$ cat config.mk
export PLATFORM = sky130hd
export DESIGN_NAME = bsg_mcl_axil_slave_regs
export DESIGN_NICKNAME = d
export VERILOG_FILES = /design/src/rtl/bsg_mcl_axil_pkg.sv /design/src/rtl/bsg_mcl_axil_aw_w_join.sv /design/src/rtl/bsg_mcl_axil_slave_regs.sv
export SDC_FILE = /design/constraint.sdc
export NUM_CORES = 1
export LEC_CHECK = 0
export ABC_AREA = 1
export BUFFER_PORTS_ARGS = -buffer_cell sky130_fd_sc_hd__buf_2
export CORE_MARGIN = 8
export CORE_UTILIZATION = 40
export CTS_CLUSTER_SIZE = 28
export DETAILED_ROUTE_END_ITERATION = 7
export PLACE_DENSITY = 0.77
export SLEW_MARGIN = 10
export SYNTH_ARGS = -nofsm -noshare
export SYNTH_HDL_FRONTEND = slang
export SYNTH_SLANG_ARGS = --single-unit
$ cat constraint.sdc
create_clock -name clk_i -period 9.5 [get_ports clk_i]
set_clock_uncertainty 0.1 [all_clocks]
set_input_delay 0.475 -clock clk_i [delete_from_list [all_inputs] [get_ports clk_i]]
set_output_delay 0.475 -clock clk_i [all_outputs]
set_load 0.005 [all_outputs]
$ cat src/rtl/bsg_mcl_axil_pkg.sv
// Shared definitions for the host-to-manycore AXI4-Lite register front-end:
// register offsets, AXI response codes and the write/read FSM state encodings.
package bsg_mcl_axil_pkg;

  localparam int OFF_W = 5;

  localparam logic [OFF_W-1:0] TDR_OFF    = 5'h00;
  localparam logic [OFF_W-1:0] TDFV_OFF   = 5'h04;
  localparam logic [OFF_W-1:0] RDR_OFF    = 5'h08;
  localparam logic [OFF_W-1:0] STAT_OFF   = 5'h0C;
  localparam logic [OFF_W-1:0] ERRCNT_OFF = 5'h10;

  typedef enum logic [1:0] {
    OKAY   = 2'b00,
    SLVERR = 2'b10,
    DECERR = 2'b11
  } axil_resp_e;

  typedef enum logic [1:0] {
    W_IDLE,
    W_EXEC,
    W_RESP
  } w_state_e;

  typedef enum logic {
    R_IDLE,
    R_RESP
  } r_state_e;

endpackage

$ cat src/rtl/bsg_mcl_axil_aw_w_join.sv
// Captures the AXI-Lite AW and W channels independently and presents one joined
// valid with offset, data and strobe held until the write FSM consumes them.
module bsg_mcl_axil_aw_w_join
  import bsg_mcl_axil_pkg::*;
#(
  parameter int axil_addr_width_p = 32,
  parameter int axil_data_width_p = 32
) (
  input  logic                         clk,
  input  logic                         reset_n,
  input  logic [axil_addr_width_p-1:0] awaddr,
  input  logic                         awvalid,
  output logic                         awready,
  input  logic [axil_data_width_p-1:0] wdata,
  input  logic [3:0]                   wstrb,
  input  logic                         wvalid,
  output logic                         wready,
  input  logic                         consume,
  output logic                         join_v,
  output logic [OFF_W-1:0]             off,
  output logic [axil_data_width_p-1:0] data,
  output logic [3:0]                   strb
);

  logic                         en_r;
  logic                         aw_held_r;
  logic                         w_held_r;
  logic [OFF_W-1:0]             off_r;
  logic [axil_data_width_p-1:0] data_r;
  logic [3:0]                   strb_r;
  logic                         aw_fire;
  logic                         w_fire;
  logic                         unused_addr_hi;

  assign unused_addr_hi = ^awaddr[axil_addr_width_p-1:OFF_W];

  // Readies stay low until the first edge after reset, then track the hold flags.
  assign awready = en_r & ~aw_held_r;
  assign wready  = en_r & ~w_held_r;
  assign aw_fire = awready & awvalid;
  assign w_fire  = wready & wvalid;

  // Joined valid looks through the current handshakes so the FSM can leave idle
  // on the same edge that completes the later channel.
  assign join_v = (aw_held_r | aw_fire) & (w_held_r | w_fire);
  assign off    = off_r;
  assign data   = data_r;
  assign strb   = strb_r;

  always_ff @(posedge clk or negedge reset_n) begin
    if (!reset_n) begin
      en_r      <= 1'b0;
      aw_held_r <= 1'b0;
      w_held_r  <= 1'b0;
    end else begin
      en_r <= 1'b1;
      if (consume) begin
        aw_held_r <= 1'b0;
        w_held_r  <= 1'b0;
      end else begin
        if (aw_fire) aw_held_r <= 1'b1;
        if (w_fire)  w_held_r  <= 1'b1;
      end
    end
  end

  always_ff @(posedge clk) begin
    if (aw_fire) off_r <= awaddr[OFF_W-1:0];
    if (w_fire) begin
      data_r <= wdata;
      strb_r <= wstrb;
    end
  end

endmodule

$ cat src/rtl/bsg_mcl_axil_slave_regs.sv
// AXI4-Lite slave register front-end of the host-to-manycore link: TDR pushes request
// words, RDR pops response words. Define BSG_MCL_AXIL_ERR_CNT_EN to add ERRCNT at 0x10.
module bsg_mcl_axil_slave_regs
  import bsg_mcl_axil_pkg::*;
#(
  parameter int axil_addr_width_p   = 32,
  parameter int axil_data_width_p   = 32,
  parameter int req_credits_width_p = 8
) (
  input  logic                           clk_i,
  input  logic                           reset_n_i,
  input  logic [axil_addr_width_p-1:0]   s_axil_awaddr_i,
  input  logic                           s_axil_awvalid_i,
  output logic                           s_axil_awready_o,
  input  logic [axil_data_width_p-1:0]   s_axil_wdata_i,
  input  logic [3:0]                     s_axil_wstrb_i,
  input  logic                           s_axil_wvalid_i,
  output logic                           s_axil_wready_o,
  output logic [1:0]                     s_axil_bresp_o,
  output logic                           s_axil_bvalid_o,
  input  logic                           s_axil_bready_i,
  input  logic [axil_addr_width_p-1:0]   s_axil_araddr_i,
  input  logic                           s_axil_arvalid_i,
  output logic                           s_axil_arready_o,
  output logic [axil_data_width_p-1:0]   s_axil_rdata_o,
  output logic [1:0]                     s_axil_rresp_o,
  output logic                           s_axil_rvalid_o,
  input  logic                           s_axil_rready_i,
  output logic [31:0]                    axil_req_o,
  output logic                           axil_req_v_o,
  input  logic                           axil_req_ready_i,
  input  logic [31:0]                    axil_rsp_i,
  input  logic                           axil_rsp_v_i,
  output logic                           axil_rsp_yumi_o,
  input  logic [req_credits_width_p-1:0] req_credits_i
);

  w_state_e                     w_state_r;
  logic                         bvalid_r;
  axil_resp_e                   bresp_r;
  axil_resp_e                   w_resp;
  logic                         w_exec;
  logic                         j_v;
  logic [OFF_W-1:0]             w_off;
  logic [axil_data_width_p-1:0] w_data;
  logic [3:0]                   w_strb;

  r_state_e                     r_state_r;
  logic                         arready_r;
  logic                         rvalid_r;
  logic [31:0]                  rdata_r;
  axil_resp_e                   rresp_r;
  logic                         ar_fire;
  logic [OFF_W-1:0]             r_off;
  logic [31:0]                  rd_data_n;
  axil_resp_e                   rd_resp_n;
  logic                         unused_araddr_hi;

`ifdef BSG_MCL_AXIL_ERR_CNT_EN
  logic [15:0] err_cnt_r;
  logic [1:0]  err_inc;

  function automatic logic [15:0] sat_add16(input logic [15:0] a, input logic [1:0] b);
    logic [16:0] s;
    s = {1'b0, a} + 17'(b);
    return s[16] ? 16'hFFFF : s[15:0];
  endfunction
`endif

  function automatic axil_resp_e wr_resp(input logic [OFF_W-1:0] off,
                                         input logic [3:0] strb, input logic ready);
    case (off)
      TDR_OFF:                     return (strb == 4'hF && ready) ? OKAY : SLVERR;
      TDFV_OFF, RDR_OFF, STAT_OFF: return OKAY;
`ifdef BSG_MCL_AXIL_ERR_CNT_EN
      ERRCNT_OFF:                  return OKAY;
`endif
      default:                     return DECERR;
    endcase
  endfunction

  bsg_mcl_axil_aw_w_join #(
    .axil_addr_width_p(axil_addr_width_p),
    .axil_data_width_p(axil_data_width_p)
  ) aw_w_join (
    .clk    (clk_i),
    .reset_n(reset_n_i),
    .awaddr (s_axil_awaddr_i),
    .awvalid(s_axil_awvalid_i),
    .awready(s_axil_awready_o),
    .wdata  (s_axil_wdata_i),
    .wstrb  (s_axil_wstrb_i),
    .wvalid (s_axil_wvalid_i),
    .wready (s_axil_wready_o),
    .consume(w_exec),
    .join_v (j_v),
    .off    (w_off),
    .data   (w_data),
    .strb   (w_strb)
  );

  // Write path: a push is offered only in W_EXEC, and only when the FIFO is already ready.
  assign w_exec          = (w_state_r == W_EXEC);
  assign w_resp          = wr_resp(w_off, w_strb, axil_req_ready_i);
  assign axil_req_v_o    = w_exec & (w_off == TDR_OFF) & (w_strb == 4'hF) & axil_req_ready_i;
  assign axil_req_o      = w_exec ? w_data : '0;
  assign s_axil_bvalid_o = bvalid_r;
  assign s_axil_bresp_o  = bresp_r;

  always_ff @(posedge clk_i or negedge reset_n_i) begin
    if (!reset_n_i) begin
      w_state_r <= W_IDLE;
      bvalid_r  <= 1'b0;
      bresp_r   <= OKAY;
    end else begin
      case (w_state_r)
        W_IDLE: if (j_v) w_state_r <= W_EXEC;
        W_EXEC: begin
          bvalid_r  <= 1'b1;
          bresp_r   <= w_resp;
          w_state_r <= W_RESP;
        end
        W_RESP: if (s_axil_bready_i) begin
          bvalid_r  <= 1'b0;
          w_state_r <= W_IDLE;
        end
        default: w_state_r <= W_IDLE;
      endcase
    end
  end

  // Read path: decode at the AR handshake; an RDR pop is tied to that same cycle.
  assign unused_araddr_hi = ^s_axil_araddr_i[axil_addr_width_p-1:OFF_W];
  assign r_off            = s_axil_araddr_i[OFF_W-1:0];
  assign ar_fire          = arready_r & s_axil_arvalid_i;
  assign axil_rsp_yumi_o  = ar_fire & (r_off == RDR_OFF) & axil_rsp_v_i;
  assign s_axil_arready_o = arready_r;
  assign s_axil_rvalid_o  = rvalid_r;
  assign s_axil_rdata_o   = rdata_r;
  assign s_axil_rresp_o   = rresp_r;

  always_comb begin
    rd_data_n = '0;
    rd_resp_n = OKAY;
    case (r_off)
      TDR_OFF:  rd_data_n = '0;
      TDFV_OFF: rd_data_n = 32'(req_credits_i);
      RDR_OFF:  if (axil_rsp_v_i) rd_data_n = axil_rsp_i;
                else rd_resp_n = SLVERR;
      STAT_OFF: rd_data_n = {30'b0, axil_req_ready_i, axil_rsp_v_i};
`ifdef BSG_MCL_AXIL_ERR_CNT_EN
      ERRCNT_OFF: rd_data_n = 32'(err_cnt_r);
`endif
      default:  rd_resp_n = DECERR;
    endcase
  end

  always_ff @(posedge clk_i or negedge reset_n_i) begin
    if (!reset_n_i) begin
      r_state_r <= R_IDLE;
      arready_r <= 1'b0;
      rvalid_r  <= 1'b0;
      rdata_r   <= '0;
      rresp_r   <= OKAY;
    end else begin
      case (r_state_r)
        R_IDLE: if (ar_fire) begin
          arready_r <= 1'b0;
          rvalid_r  <= 1'b1;
          rdata_r   <= rd_data_n;
          rresp_r   <= rd_resp_n;
          r_state_r <= R_RESP;
        end else begin
          arready_r <= 1'b1;
        end
        R_RESP: if (s_axil_rready_i) begin
          rvalid_r  <= 1'b0;
          arready_r <= 1'b1;
          r_state_r <= R_IDLE;
        end
        default: r_state_r <= R_IDLE;
      endcase
    end
  end

`ifdef BSG_MCL_AXIL_ERR_CNT_EN
  // Errors are counted when their response is accepted; both channels may add in one cycle.
  assign err_inc = {1'b0, bvalid_r & s_axil_bready_i & (bresp_r != OKAY)}
                 + {1'b0, rvalid_r & s_axil_rready_i & (rresp_r != OKAY)};

  always_ff @(posedge clk_i or negedge reset_n_i) begin
    if (!reset_n_i) err_cnt_r <= '0;
    else            err_cnt_r <= sat_add16(err_cnt_r, err_inc);
  end
`endif

endmodule

==> results.md, run 1 <==
Setup path:
- The count of buffer and inverter cells on the critical path is 3.
- The kind of cell with the highest combined delay along the critical path is simple AND/OR/NAND/NOR gates.
- The endpoint identified for the worst register-to-register timing path is s_axil_bresp_o[1].
- The flop-to-flop setup slack is 7.41 ns.
- Walking the worst path, the cells encountered are inv_1 > nand2_1 > inv_1 > nand2_1 > nor3_1 > buf_2.
- The arrival time at the worst endpoint is 2.28 ns.
- The path type of the worst setup path is reg -> out.
- The required time at the endpoint of the critical path is 8.93 ns.
- The number of cell instances on the worst register-to-register path is 7.
- In this run the number of cells on the critical path is 6.
- The reg-to-reg startpoint is w_state_r[1].
- The maximum fanout along the worst path is 36.
- The worst setup path is launched from a register.
- The largest incremental delay on the critical path is 0.61 ns.
- The cell type of the slowest stage on the worst timing path is nand2_1.
- The sort of element at the end of the critical path is a primary output.

Timing:
- The final hold violation count is 0.
- In the final timing run, aggregate negative setup slack is 0 ns.
- Derived from the worst setup path, the maximum achievable clock frequency is 0.351 GHz.
- At the pin with the least slew margin, the transition time is 1.11 ns.
- The ratio of final minimum period to clock period is 30.0%.
- The final setup violation count is 0.
- The clock period minus worst slack is 2.85 ns.
- Headroom to the max-slew limit came out at 25.5%.
- Setup repair after global routing left no endpoint under its margin.
- The number of slew-limit violations in the final report came to 0.

Pwr:
- The internal power of the cells totals 0.639 mW.
- The switching power as a share of total power is 30.6%.
- VDD sags by at most 0.0000800 V.
- The leakage power is 2.71 nW.
- The share of power burned in registers is 50.3%.
- The total net switching power is 0.282 mW.
- Power spread over the standard cell area amounts to 196 nW/um^2.
- The clock network is responsible for 29.3% of the overall power.
- Per report_power, the combinational group accounts for 20.4% of the total.

Worst hold path:
- The min-delay analysis places its worst path in the category in -> async.

Finish:
- Across the whole layout, storage elements account for 2360 sq um.
- The finished layout cell area is 4700 sq um.
- The repair_antennas step left the layout with diodes totalling 0.
- Compared with the post-synthesis result, the final layout area differs by 32.1%.
- For this run, the post-layout net count is 686.
- Fill cells in the final layout number 804.
- The fraction of final layout cells with drive strength greater than 1 is 37.8%.
- Summing all multi-input logic gate instances after layout gives 942 sq um.

Global routing:
- The global routing usage summed across all routing layers is 15.3%.
- The first global-routing pass estimated 14500 um of wire.
- Entering global routing, the biggest net connects 46 pins.
- After global routing the overflow that remains totals 0.
- The number of antenna violations at the first check in global routing is 0.
- The via count of the first global-routing pass is 2922.

CTS:
- The number of sinks handled by clock tree synthesis is 86.
- The number of instances resized during post-cts repair is 0.
- The number of setup buffers added after CTS is 0.
- The worst-skew pair later-pin latency is 0.35 ns.
- The H-tree depth is 3.
- After clock tree synthesis, the clock-pin slew on the worst setup and hold paths is 0.10 ns.
- The total CTS buffers is 9.
- The TritonCTS clock tree is yes.
- After clock tree synthesis, the flow added hold-fix buffers numbering 0.
- The cell sitting at the root of the clock tree is a clkbuf_8.
- The maximum root-to-sink buffer count is 2.

Synthesis:
- The synthesized instance count is 368.
- The most repeated cell in the gate-level netlist after synthesis is nand2_1.
- The synthesized design contains 41 enable-type register cells.
- In this run the cell area of the synthesized design comes to 3560 sq um.
- Sorting the synthesized cells by area gives the leading types as edfxtp_1 35%, dfrtp_1 32%, nand2_1 13%, inv_1 5.7%, nor2_1 5.2%.
- The register area share after synthesis is 66.2%.
- Averaged over all synthesized cells, the footprint is 9.68 sq um.
- The area fraction of the dominant cell type after synthesis is 34.6%.
- Ranked by instance count, the synthesized netlist is headed by 121 x nand2_1, 54 x inv_1, 49 x nor2_1.
- During synthesis, Yosys emitted a total of 0 warnings.
- The synthesized design contains 86 register bits.
- The dominant synthesized flop cell is dfrtp_1.
- In the synthesized netlist the async set-or-reset flop fraction comes to 52.3%.
- When the netlist entered floorplanning its net count stood at 517.
- edfxtp_1 takes more of the synthesized area than any other cell.
- The unique cell type count in the Yosys netlist is 24.

Run:
- The reported max-cap violation count is 0.

Drt:
- The number of remaining DRC errors is 0.
- In the final routed layout, each cell accounts on average for 14.3 um.
- Using the TritonRoute via totals, the vias-per-cell ratio works out to 4.48.
- The final routed wirelength across all metal layers is 9280 um.
- The first-pass iteration count of the detailed router is 4.
- The initial DRC count is 107.
- The via count is 2913.
- The remaining number of nets flagged by the antenna check after routing is 0.

Placed design:
- Summed over all nets, the half-perimeter wirelength after detailed placement is 7160 um.
- The count of input and output buffers is 169.
- The global placement routability congestion is 0.797.
- Summing all placed instances gives a cell area of 4490 sq um.

Floorplanning:
- In this run the standard cell core region covers 8680 sq um.
- Once the floorplan was initialized, standard cells occupied 41.0% of the core.
- The area of the die is 12200 sq um.
- The floorplan has 34 rows.
- The x dimension of the die is 110 um.
- Pin placement for this block handled 224 I/O pins.
- The y dimension of the die is 110 um.

Status:
- The run finished with clean final reports.
cell usage in the layout (no fill, tap or decap), drive strengths merged:
cell / n
dfrtp: 45
inv: 57
clkbuf: 9
nand3b: 1
edfxtp: 41
nor2: 52
o21ai: 3
nand2: 133
nor3b: 2
nand4: 10
or2: 2
clkinv: 1
buf: 170
nand3: 8
nor3: 2
bufinv: 1
clkinvlp: 2
conb: 1
a21oi: 2
cell families (layout without fill, tap and decap cells):
kind of cell	count (synthesis)	in the layout	share of synthesized area, %
AO/OA/AOI/OAI	5	5	0.702
other	1	1	0.105
AND/OR/NAND/NOR	210	210	25.5
flip-flops	86	86	66.2
buffers and inverters	66	240	7.52
metal layers:
| layer | global-route usage (%) | share of wire (%) | wire length [um] |
|---|---|---|---|
| met1 | 18.9 | 42 | 3870 |
| met2 | 24.4 | 47 | 4340 |
| met3 | 5.87 | 10 | 969 |
| met4 | 4.66 | 1.1 | 102 |
| met5 | 0 | 0 | 0 |
power groups by stage:
stage          Sequential (mW)  Combinational, mW  Clock, mW
3_3_place_gp             0.469              0.185          0
2_1_floorplan            0.471             0.0962          0
6_report                 0.463              0.188      0.270
3_5_place_dp             0.471              0.193          0
5_1_grt                  0.469              0.214      0.295
4_1_cts                  0.463              0.194      0.278
worst reg2reg max path, stage by stage, from the launching register on:
cell	delay [ns]
dfrtp_1	0.38
inv_1	0.06
nand2_1	0.80
inv_1	0.27
nand2_1	0.16
nor2_1	0.06
nand2_1	0.06
nand3_1	0.07
registers in the layout, indices dropped and copies added (netlist names):
register / cells
aw_w_join.aw_held_r: 1
s_axil_bresp_o: 2
s_axil_arready_o: 1
s_axil_rvalid_o: 1
aw_w_join.data: 32
r_state_r: 1
aw_w_join.off: 5
aw_w_join.en_r: 1
s_axil_bvalid_o: 1
aw_w_join.strb: 4
w_state_r: 2
s_axil_rdata_o: 32
s_axil_rresp_o: 2
aw_w_join.w_held_r: 1
cell type report:
class,instances,area share [%]
multi-input cells,216,20.0
clock inverters,7,1.91
flip-flops and latches,86,50.1
repair buffers,170,18.1
clock buffers,9,2.63
well taps,108,2.87
inverters,54,4.31
worst max path at each step:
stage | start | end | slack (ns)
floorplan | s_axil_wvalid_i | aw_w_join.data[0] | 5.74
global placement | w_state_r[1] | axil_req_v_o | 7.14
detailed placement | w_state_r[1] | axil_req_v_o | 7.03
CTS | w_state_r[1] | axil_req_v_o | 6.61
global route | w_state_r[1] | axil_req_v_o | 6.36
finish | w_state_r[1] | axil_req_v_o | 6.65
per-stage QoR:
stage / power [mW] / util, % / std cells / hold slack (ns) / setup slack (ns)
after detailed placement: 0.664 / 51.7 / 634 / 0.333 / 7.03
after global routing: 0.978 / 54.2 / 650 / 0.152 / 6.36
after CTS: 0.935 / 54.2 / 650 / 0.171 / 6.61
final: 0.921 / 54.2 / 650 / 0.188 / 6.65
after floorplan: 0.567 / - / 368 / 0.0794 / 5.74
after global placement: 0.654 / 51.7 / 634 / 0.328 / 7.14
Power figures use the tool's default switching activity.
==> run 2: changes to the inputs <==
clock period = 2.9 ns   (was 9.5 ns; I/O delays follow)
==> results.md, run 2 (synthesis results as in run 1) <==
Setup path:
- The cell type of the slowest stage on the worst timing path is dfrtp_1 (was nand2_1).
- The critical path launch point type is a register (unchanged).
- Critical Path, Cell by Cell: inv_1 > nand2_1 > buf_4 > nor2_1 > buf_2 (was inv_1 > nand2_1 > inv_1 > nand2_1 > nor3_1 > buf_2).
- The number of cell instances on the worst register-to-register path is 2 (was 7).
- The required time at the endpoint of the critical path is 2.65 ns (was 8.93 ns).
- The arrival time at the worst endpoint came to 1.45 ns (was 2.28 ns).
- The terminus of the critical flop-to-flop path was aw_w_join.data[16] (was s_axil_bresp_o[1]).
- The path type of the worst setup path is reg -> out (unchanged).
- The largest incremental delay on the critical path is 0.41 ns (was 0.61 ns).
- The maximum fanout along the worst path is 35 (was 36).
- The flop-to-flop setup slack was 1.23 ns (was 7.41 ns).
- The reg-to-reg startpoint is aw_w_join.w_held_r (was w_state_r[1]).
- The sort of element at the end of the critical path is a primary output (unchanged).

Timing:
- The relative max-transition margin was 30.5% (was 25.5%).
- The final hold violation count is 0 (unchanged).
- Derived from the worst setup path, the maximum achievable clock frequency is 0.588 GHz.
- The number of slew-limit violations in the final report is 0 (unchanged).
- The smallest clock period supported by the final layout is computed as 1.70 ns.
- The final setup violation count is 0 (unchanged).
- RSZ-0062 raised after global routing: no (unchanged).
- Dividing the final minimum period by the clock period gives 58.6%.
- The sum of negative setup slack came to 0 ns (unchanged).
- The pin slew with the least headroom to its limit is 1.04 ns (was 1.11 ns).

Pwr:
- The leakage power was 3.02 nW (was 2.71 nW).
- The total net switching power came to 0.947 mW (was 0.282 mW).
- The switching power as a share of total power is 29.7% (was 30.6%).
- The share of power burned in registers was 47.7% (was 50.3%).
- The worst vdd rail ir drop is 0.000215 V (was 0.0000800 V).
- The combinational share of power is 22.3% (was 20.4%).
- The fraction of power consumed by the clock network is 30.0% (was 29.3%).
- The power density of the placed cells is 589 nW/um^2 (was 196 nW/um^2).
- The internal portion of total power is 2.24 mW (was 0.639 mW).

Finish:
- The filler cell count in the final layout came to 709 (was 804).
- The fraction of final layout cells with drive strength greater than 1 is 33.8% (was 37.8%).
- The area growth from synthesis to final layout is 52.2% (was 32.1%).
- Top library cells by usage in the layout, fill and taps aside: 169 x buf_2, 121 x nand2_1, 68 x dlygate4sd3_1 (was 169 x buf_2, 121 x nand2_1, 54 x inv_1).
- The finished layout cell area is 5420 sq um (was 4700 sq um).
- The final instance count without filler cells is 721 (was 650).
- The register area was 2360 sq um (unchanged).
- The area of combinational cells with multiple inputs came to 948 sq um (was 942 sq um).
- The count of nets after finishing is 756 (was 686).
- The most common library cell in the layout ignoring fill and taps is buf_2 (unchanged).

Worst hold path:
- The worst hold path terminates at s_axil_rdata_o[4].
- The classification of the worst-slack hold path was in -> reg (was in -> async).
- The worst hold path begins at req_credits_i[4].
- The number of cells on the worst hold path is 5.

Floorplanning:
- The y dimension of the die is 110 um (unchanged).
- The core region area is 8680 sq um (unchanged).
- The initial cell density of the core was 41.0% (unchanged).
- The area of the die is 12200 sq um (unchanged).
- The placement row count is 34 (unchanged).
- The x dimension of the die came to 110 um (unchanged).
- The number of top-level pins was 224 (unchanged).

Drt:
- The ratio of routed vias to standard cells came to 4.54 (was 4.48).
- The remaining number of nets flagged by the antenna check after routing is 0 (unchanged).
- The number of remaining DRC errors is 0 (unchanged).
- The post-detailed-route wirelength per cell was 15.0 um (was 14.3 um).
- The final routed wirelength across all metal layers is 10800 um (was 9280 um).
- The via count is 3274 (was 2913).
- The first-pass iteration count of the detailed router is 6 (was 4).
- The initial DRC count is 197 (was 107).

CTS:
- The number of instances resized during post-cts repair is 0 (unchanged).
- The clock root buffer is clkbuf_8 (unchanged).
- The number of buffers inserted by post-CTS setup repair was 0 (unchanged).
- The clock slew at the register clock pins of the worst setup and hold paths is 0.10 ns (about the same).
- The H-tree depth was 3 (unchanged).
- The number of sinks handled by clock tree synthesis is 86 (unchanged).
- The worst-skew pair later-pin latency is 0.35 ns (about the same).
- The TritonCTS clock tree was yes (unchanged).
- The post-cts hold buffer count is 68 (was 0).
- The maximum root-to-sink buffer count is 2 (unchanged).
- The total CTS buffers was 9 (unchanged).

Global routing:
- The first-pass GRT wire length is 16600 um (was 14500 um).
- The via count of the first global-routing pass is 3468 (was 2922).
- The number of antenna violations at the first check in global routing was 2 (was 0).
- The global-route congestion overflow total was 0 (unchanged).
- The global routing usage summed across all routing layers is 17.7% (was 15.3%).
- The largest net degree at the start of global routing is 46 (unchanged).

Placed design:
- The count of input and output buffers is 169 (unchanged).
- The global placement routability congestion is 0.819 (was 0.797).
- The number of cells after detailed placement is 636 (was 634).
- The placed standard-cell area is 4510 sq um (was 4490 sq um).
- The final HPWL from detailed placement is 7280 um (was 7160 um).

Run:
- The reported max-cap violation count was 0 (unchanged).

Status:
- Result of the run: finished, final reports clean (unchanged).
-- run 2: cell types whose count changed in the layout (fill, tap and decap cells not counted), sizes merged --
| cell | change |
|---|---|
| dlygate4sd3 | +68 |
| buf | +2 |
| bufinv | +1 |
| clkinv | -1 |
| clkinvlp | -1 |
| diode | +1 |
| inv | +1 |
-- run 2: power groups by stage --
stage	Combinational (mW)	Clock, mW	Sequential [mW]
floorplan	0.316	0	1.54
global placement	0.623	0	1.54
detailed placement	0.641	0	1.55
CTS	0.715	0.984	1.52
global route	0.801	1.03	1.54
finish	0.713	0.956	1.52
-- run 2: worst max-delay path by stage --
stage	start	to	cells past startpoint
finish	w_state_r[1]	axil_req_o[0]	5
global placement	s_axil_araddr_i[1]	s_axil_rdata_o[8]	8
detailed placement	s_axil_araddr_i[1]	s_axil_rdata_o[9]	8
CTS	w_state_r[1]	axil_req_o[0]	5
global route	w_state_r[1]	axil_req_v_o	6
floorplan	aw_w_join.w_held_r	aw_w_join.data[0]	1
-- run 2: per-layer routing --
| layer | GRT usage, % | part of all wire, % |
|---|---|---|
| met4 | 7.61 | 2.5 |
| met2 | 30.5 | 48 |
| met1 | 19.4 | 38 |
| met5 | 0 | 0.092 |
| met3 | 6.10 | 11 |
-- run 2: final cells by class --
type / count / share of cell area [%]
Clock buffer: 9 / 2.28
Sequential cell: 86 / 43.5
Multi-Input combinational cell: 216 / 17.5
Tap cell: 108 / 2.49
Timing Repair Buffer: 240 / 28.6
Antenna cell: 1 / 0.0462
Inverter: 54 / 3.74
Clock inverter: 7 / 1.89
-- run 2: through the flow --
stage	power (mW)	hold slack (ns)	setup WS, ns	utilization [%]
detailed placement	2.19	0.224	1.12	52.0
global placement	2.16	0.222	1.16	52.0
finish	3.19	0.0359	1.20	62.5
CTS	3.22	0.0198	1.19	62.4
global route	3.37	0.0355	1.07	62.5
floorplan	1.86	-0.251	0.483	-
-- run 2: worst max-delay path, delay by kind of cell (launching register included) --
family | cells | cell delay (ns)
simple gates | 2 | 0.22
flops | 1 | 0.41
buf+inv | 3 | 0.47
